--- config.mk ---
export PLATFORM = sky130hd
export DESIGN_NAME = decimal_scan_ctrl
export DESIGN_NICKNAME = d
export VERILOG_FILES = /design/src/rtl/decimal_scan_ctrl.sv
export SDC_FILE = /design/constraint.sdc
export NUM_CORES = 1
export LEC_CHECK = 0
export CAP_MARGIN = 25
export CORE_ASPECT_RATIO = 0.7
export CORE_MARGIN = 3
export CORE_UTILIZATION = 48
export DETAILED_ROUTE_END_ITERATION = 10
export PLACE_DENSITY = 0.76
export REMOVE_ABC_BUFFERS = 1
export SYNTH_ARGS = -nofsm -noshare
export SYNTH_HDL_FRONTEND = slang
export SYNTH_SLANG_ARGS = --single-unit
--- constraint.sdc ---
create_clock -name clk -period 5.25 [get_ports clk]
set_input_delay 1.575 -clock clk [delete_from_list [all_inputs] [get_ports clk]]
set_output_delay 1.575 -clock clk [all_outputs]
set_load 0.02 [all_outputs]
--- src/rtl/decimal_scan_ctrl.sv ---
// Time-shares one binary-to-decimal converter across four display channels and
// scans the resulting eight digits onto a one-hot select with a matching code.
module decimal_scan_ctrl #(
  parameter int SCAN_DIV = 16
) (
  input  logic       clk,
  input  logic       reset,
  input  logic [6:0] val0,
  input  logic [6:0] val1,
  input  logic [6:0] val2,
  input  logic [6:0] val3,
  input  logic [3:0] lz,
  input  logic       freeze,
  output logic [6:0] conv_n,
  output logic       conv_lz,
  input  logic [3:0] conv_ten,
  input  logic [3:0] conv_one,
  output logic [7:0] digit_sel,
  output logic [3:0] digit_code,
  output logic [3:0] ovf,
  output logic       refresh_done
);

  localparam int            PW        = (SCAN_DIV > 1) ? $clog2(SCAN_DIV) : 1;
  localparam logic [PW-1:0] PRESC_MAX = PW'(SCAN_DIV - 1);
  localparam logic [3:0]    BLANK     = 4'd10;
  localparam logic [6:0]    VAL_MAX   = 7'd99;

  typedef enum logic [1:0] {S_IDLE, S_CONV, S_COMMIT} state_t;

  state_t        state, state_next;
  logic [1:0]    ch, ch_next;
  logic          start_pending;
  logic          commit;
  logic [6:0]    val_ch;

  logic [PW-1:0] presc;
  logic [2:0]    idx, idx_next;
  logic          scan_wrap, frame_start;

  logic [3:0]    shadow   [8];
  logic [3:0]    disp_buf [8];
  logic [3:0]    ovf_shadow;

  // ---------------------------------------------------------------- scan engine
  always_comb begin
    scan_wrap   = (presc == PRESC_MAX);
    idx_next    = scan_wrap ? idx + 3'd1 : idx;
    frame_start = scan_wrap && (idx == 3'd7);
  end

  // digit_code is looked up with the upcoming index so it changes on the same
  // edge as the select derived from idx.
  always_ff @(posedge clk) begin
    if (reset) begin
      presc      <= '0;
      idx        <= '0;
      digit_code <= BLANK;
    end else begin
      presc      <= scan_wrap ? '0 : presc + PW'(1);
      idx        <= idx_next;
      digit_code <= disp_buf[idx_next];
    end
  end

  assign digit_sel = 8'b1 << idx;

  // ----------------------------------------------------------- conversion FSM
  always_comb begin
    case (ch)
      2'd0:    val_ch = val0;
      2'd1:    val_ch = val1;
      2'd2:    val_ch = val2;
      default: val_ch = val3;
    endcase
  end

  // NOTE: every output of this block is given a default before the case, so no
  // path leaves a signal unassigned and no latch is inferred.
  always_comb begin
    state_next   = state;
    ch_next      = ch;
    conv_n       = '0;
    conv_lz      = 1'b0;
    refresh_done = 1'b0;
    commit       = 1'b0;
    case (state)
      S_IDLE: begin
        if (start_pending || frame_start) begin
          state_next = S_CONV;
          ch_next    = 2'd0;
        end
      end
      S_CONV: begin
        conv_n  = (val_ch > VAL_MAX) ? VAL_MAX : val_ch;
        conv_lz = lz[ch];
        if (ch == 2'd3) state_next = S_COMMIT;
        else            ch_next    = ch + 2'd1;
      end
      S_COMMIT: begin
        commit       = !freeze;
        refresh_done = !freeze;
        state_next   = S_IDLE;
      end
      default: state_next = S_IDLE;
    endcase
  end

  // NOTE: the digit stores are reset explicitly because the display must come
  // up blank rather than showing whatever the flops power up with.
  always_ff @(posedge clk) begin
    if (reset) begin
      state         <= S_IDLE;
      ch            <= '0;
      start_pending <= 1'b1;
      ovf_shadow    <= '0;
      ovf           <= '0;
      for (int i = 0; i < 8; i++) begin
        shadow[i]   <= BLANK;
        disp_buf[i] <= BLANK;
      end
    end else begin
      state         <= state_next;
      ch            <= ch_next;
      start_pending <= 1'b0;
      if (state == S_CONV) begin
        shadow[{ch, 1'b0}] <= conv_one;
        shadow[{ch, 1'b1}] <= conv_ten;
        ovf_shadow[ch]     <= (val_ch > VAL_MAX);
      end
      if (commit) begin
        disp_buf <= shadow;
        ovf      <= ovf_shadow;
      end
    end
  end

endmodule
======== Yosys cells after proc, flatten, opt, wreduce, memory -nomap -nowiden ========
Cells that the tools add are included.
cells by class
  shift operators ......................... 1
  equal/unequal tests ..................... 10
  muxes and demuxes ....................... 27
  add/subtract/negate cells ............... 3
  reduce and logical (&&, ||, !) cells .... 12
  bitwise gates (word level) .............. 3
  $lt $le $gt $ge ......................... 8
operators by type and width
  operator                                                               count
  32-bit bitwise mux                                                     2
  4-bit demux with 3-bit select                                          2
  7-bit case mux with 3 select lines                                     1
  4-bit 2-to-1 mux                                                       4
  7-bit 2-to-1 mux                                                       2
  4-bit binary-select mux with 3-bit select                              1
  4-bit greater-or-equal comparator (second input constant)              3
  3-bit inverter with 4-bit output                                       3
  4-bit by 1-bit < comparator with 1-bit output (second input constant)  2
  2-bit 2-to-1 mux                                                       4
  2-bit case mux with 2 select lines                                     2
  1-bit by 3-bit << shifter with 8-bit output (first input constant)     1
  7-bit > comparator (second input constant)                             1
  2-bit == test (second input constant)                                  3
  2-bit != test (second input constant)                                  3
  1-bit 2-to-1 mux                                                       5
  4-bit by 1-bit adder with 4-bit output (second input constant)         1
  4-bit bitwise mux                                                      1
  2-bit by 1-bit == test with 1-bit output (second input constant)       2
  4-bit == test (second input constant)                                  1
  1-bit logical AND                                                      4
  2-bit zero test                                                        2
  3-bit by 1-bit adder with 3-bit output (second input constant)         1
  3-bit == test (second input constant)                                  1
  other kinds (12)                                                       12
storage, ports and cells
  input port bits ......................... 43
  word-level logic and storage cells ...... 88
  output and inout bits ................... 25
  flip-flop bits (word level) ............. 88

======== Longest topological paths before layout ========
  depth after elaboration ................. 7
  gate-level depth with buffers ........... 8
  mapped depth without buffers ............ 7

======== Worst setup path before layout ========
OpenSTA, ideal clock, no wires.
  path type ............................... input port to output port
  start ................................... in val1[5]
  end ..................................... out conv_n[3]
  arrival ................................. 2595 ps
  buffers on the path ..................... 0
  data required time ...................... 3675 ps
  slack ................................... 1080 ps
  stages .................................. 4
  path through ............................ a222oi_1 > nor2_1 > o211ai_2 > and3_1
on the way
  longest elaborated chain between the ends .. 4
ends and longest elaborated chain
  element                             line  source
  from (decl)                         9     input logic [6:0] val1,
  7-bit case mux with 3 select lines  70    case (ch)
  7-bit > comparator                  95    conv_n = (val_ch > VAL_MAX) ? VAL_MAX : val_ch;
  7-bit 2-to-1 mux                    95
  7-bit 2-to-1 mux                    87    case (state)
  to (decl)                           14    output logic [6:0] conv_n,
Every way passes these cells.

======== Worst setup path in the final report ========
  start ................................... in val1[5]
  end ..................................... out conv_n[4]
The elaborated chain is that of the path after synthesis.

==> metrics.csv <==
metric,value,unit
status,finished clean,
syn-cell-area,3894,sq um
end_kind,output port,
antenna_found_initial,0,
dr_total_vias,3469,
setup_viol,0,
nets,565,
max_freq,193.7,MHz
yosys_warnings,0,
drt-initial-drc-count,283,
grt_max_degree,46,
crit_top_cell,clkdlybuf4s50_1,
post-dp-hpwl,6664,microns
slowest_stage,clkdlybuf4s50_1,
ys.flop_type,dfxtp_1,
synth-seq-area-share,45.24,%
hp-class,flop to flop,
crit_required,3.68,ns
post_cts_buffers,0,
leakagePower,1.919,nW
worst_hold_slack,0.4486,ns
clk_pin_slew_worst_paths,0.06,ns
path_cells,clkdlybuf4s50_1 > a222oi_1 > nor2_1 > o211ai_2 > and3_1 > clkdlybuf4s50_1,
tritoncts,yes,
grt_pass1_vias,3331,
synth_cell_types,47,
multi_input_area,1987,sq um
io_pins,68,
maxCapViolCount,0,
setup_tns,0,ns
finalCritPeriodShare,98.36,%
netlist_instances,454,
initial_core_util,51.37,%
cts-hold-fix-buffers,0,
rsz0062_at_grt,false,
coreArea,7580,sq um
async_reset_ff_share,0,%
ant_nets,0,
fp.dieH,81.36,microns
crit_family,buffers and inverters,
ff2ff_setup_slack,2.54,ns
synth_area_leaders,"dfxtp_1 45%, nand2_1 11%, a21oi_1 5.9%, nand3b_1 4.4%, ha_1 3.5%",
powerDensity,294.3,nW/um^2
track_usage,22.61,%
regArea,1762,sq um
die_w,113.7,microns
period_minus_slack,5.164,ns
worst_slack,0.08625,ns
fin_cells,614,
area_delta_synth_final,26.29,%
total_power,1.447,mW
peakVddDrop,0.2032,mV
portBuffers,67,
diodes,0,
overflow,0,
dp.cells,598,
wirelength,9864,microns
slew_viol_final,0,
synth-edff-count,0,
worst_ep_arrival_time,3.59,ns
cts_buffers,9,
finClkSkew,0.005291,ns
place_ws,0.07690,ns
cts.sinks,88,
clockBufferDepth,2,
cp-start-kind,input pin,
yosys_register_bits,88,
hold_viol_final,0,
grt_first_pass_wirelength,16420,microns
ctsResizeCount,0,
slowest_delay,0.60,ns
htreeDepth,3,
gp_congestion,0.8428,
slew-limit-headroom,49.11,%
clockRootBuffer,clkbuf_16,
worstSetupPathType,input pin to output port,
rows,26,
drt_pass1_iterations,5,
fillers,669,
remaining_drc_errors,0,
worst_slew_pin_slew,0.7623,ns
synth_top_area_share,45.24,%
syn_area_per_cell,8.577,sq um
wl_per_cell,16.07,microns
yosysTopAreaCell,dfxtp_1,
layout-drive-gt1-share,6.783,%
viasPerCell,5.650,
die-area,9246,sq um
cp_max_fo,5,
clk_latency,0.33,ns
crit_buf_inv,2,
==> final timing paths <==
| kind | from | to | depth (start not counted) |
|---|---|---|---|
| min reg2reg | shadow[28]$_SDFFE_PP0P_ | disp_buf[28]$_SDFFE_PP0P_ | 2 |
| max | val1[5] | conv_n[4] | 6 |
| max reg2reg | idx[0]$_SDFF_PP0_ | digit_code[1]$_SDFF_PP1_ | 6 |
| min | shadow[28]$_SDFFE_PP0P_ | disp_buf[28]$_SDFFE_PP0P_ | 2 |
==> worst register-to-register path: cells and delay by family (launching register included) <==
kind	cells	cell delay, ns
compound gates	3	0.86
flops	1	0.81
fa+ha+maj	1	0.45
buf+inv	1	0.31
simple gates	1	0.18
==> cell type report <==
class                           count  area share (%)
Clock buffer                       10           4.656
Clock inverter                      6           1.425
Inverter                            9          0.6870
Multi-Input combinational cell    330           40.41
Sequential cell                    88           35.83
Tap cell                           98           2.494
Timing Repair Buffer               73           14.50
==> metal layers <==
metal,vias up,wire length [microns],GRT usage [%]
met2,140,4352,35.72
met5,-,0,0
li1,1716,-,-
met3,14,796,6.701
met1,1599,4568,29.90
met4,0,145,7.203
==> logic make-up (layout without fill, tap and decap cells) <==
| logic type | after synthesis | after routing | synth area share (%) |
|---|---|---|---|
| buffers and inverters | 36 | 98 | 3.792 |
| flip-flops | 88 | 88 | 45.24 |
| adder cells (fa/ha/maj) | 11 | 11 | 3.535 |
| XOR/XNOR | 1 | 1 | 0.2250 |
| AO/OA/AOI/OAI | 107 | 107 | 19.63 |
| AND/OR/NAND/NOR | 203 | 203 | 24.55 |
| multiplexers | 8 | 8 | 3.020 |
==> Yosys cell counts, types with 6 or more instances <==
library cell,count
a222oi_1,7
dfxtp_1,88
o21ai_0,9
nand2_1,117
nand3b_1,23
inv_1,8
nand3_1,14
clkbuf_1,18
a21oi_1,46
ha_1,11
nor2b_1,6
and3_1,15
a211o_1,13
nor2_1,14
==> layout by cell type (no fill, tap or decap), types with 5 or more instances in the layout <==
| cell | synthesis | final |
|---|---|---|
| a222oi_1 | 7 | 7 |
| and2_1 | 5 | 5 |
| nand3_1 | 14 | 14 |
| buf_4 | 1 | 6 |
| inv_1 | 8 | 8 |
| ha_1 | 11 | 11 |
| mux2i_1 | 5 | 5 |
| clkbuf_16 | 0 | 9 |
| a21oi_1 | 46 | 46 |
| and3_1 | 15 | 15 |
| o221ai_1 | 5 | 5 |
| nand2_1 | 117 | 117 |
| nor2b_1 | 6 | 5 |
| o21ai_0 | 9 | 9 |
| a211o_1 | 13 | 13 |
| dfxtp_1 | 88 | 88 |
| clkdlybuf4s50_1 | 0 | 65 |
| nand3b_1 | 23 | 23 |
| nor2_1 | 14 | 14 |
==> registers in the layout, summed over array words and instances (netlist names) <==
signal	count
ovf	4
disp_buf	32
digit_code	4
idx	3
ch	2
presc	4
shadow	32
state	2
ovf_shadow	4
start_pending	1
==> power breakdown <==
part | total, mW | internal, mW | switching, mW | leakage (nW)
Clock | 0.630 | 0.370 | 0.260 | 0.135
Combinational | 0.128 | 0.0644 | 0.0638 | 1.07
Sequential | 0.689 | 0.680 | 0.00909 | 0.713
Total | 1.45 | 1.11 | 0.333 | 1.92
==> per-stage QoR <==
stage / util, % / area, sq um
6_report: 64.87 / 4917
5_1_grt: 64.87 / 4917
4_1_cts: 64.84 / 4915
2_1_floorplan: - / 3780
3_3_place_gp: 60.89 / 4616
3_5_place_dp: 60.89 / 4616
Power figures use the tool's default switching activity.
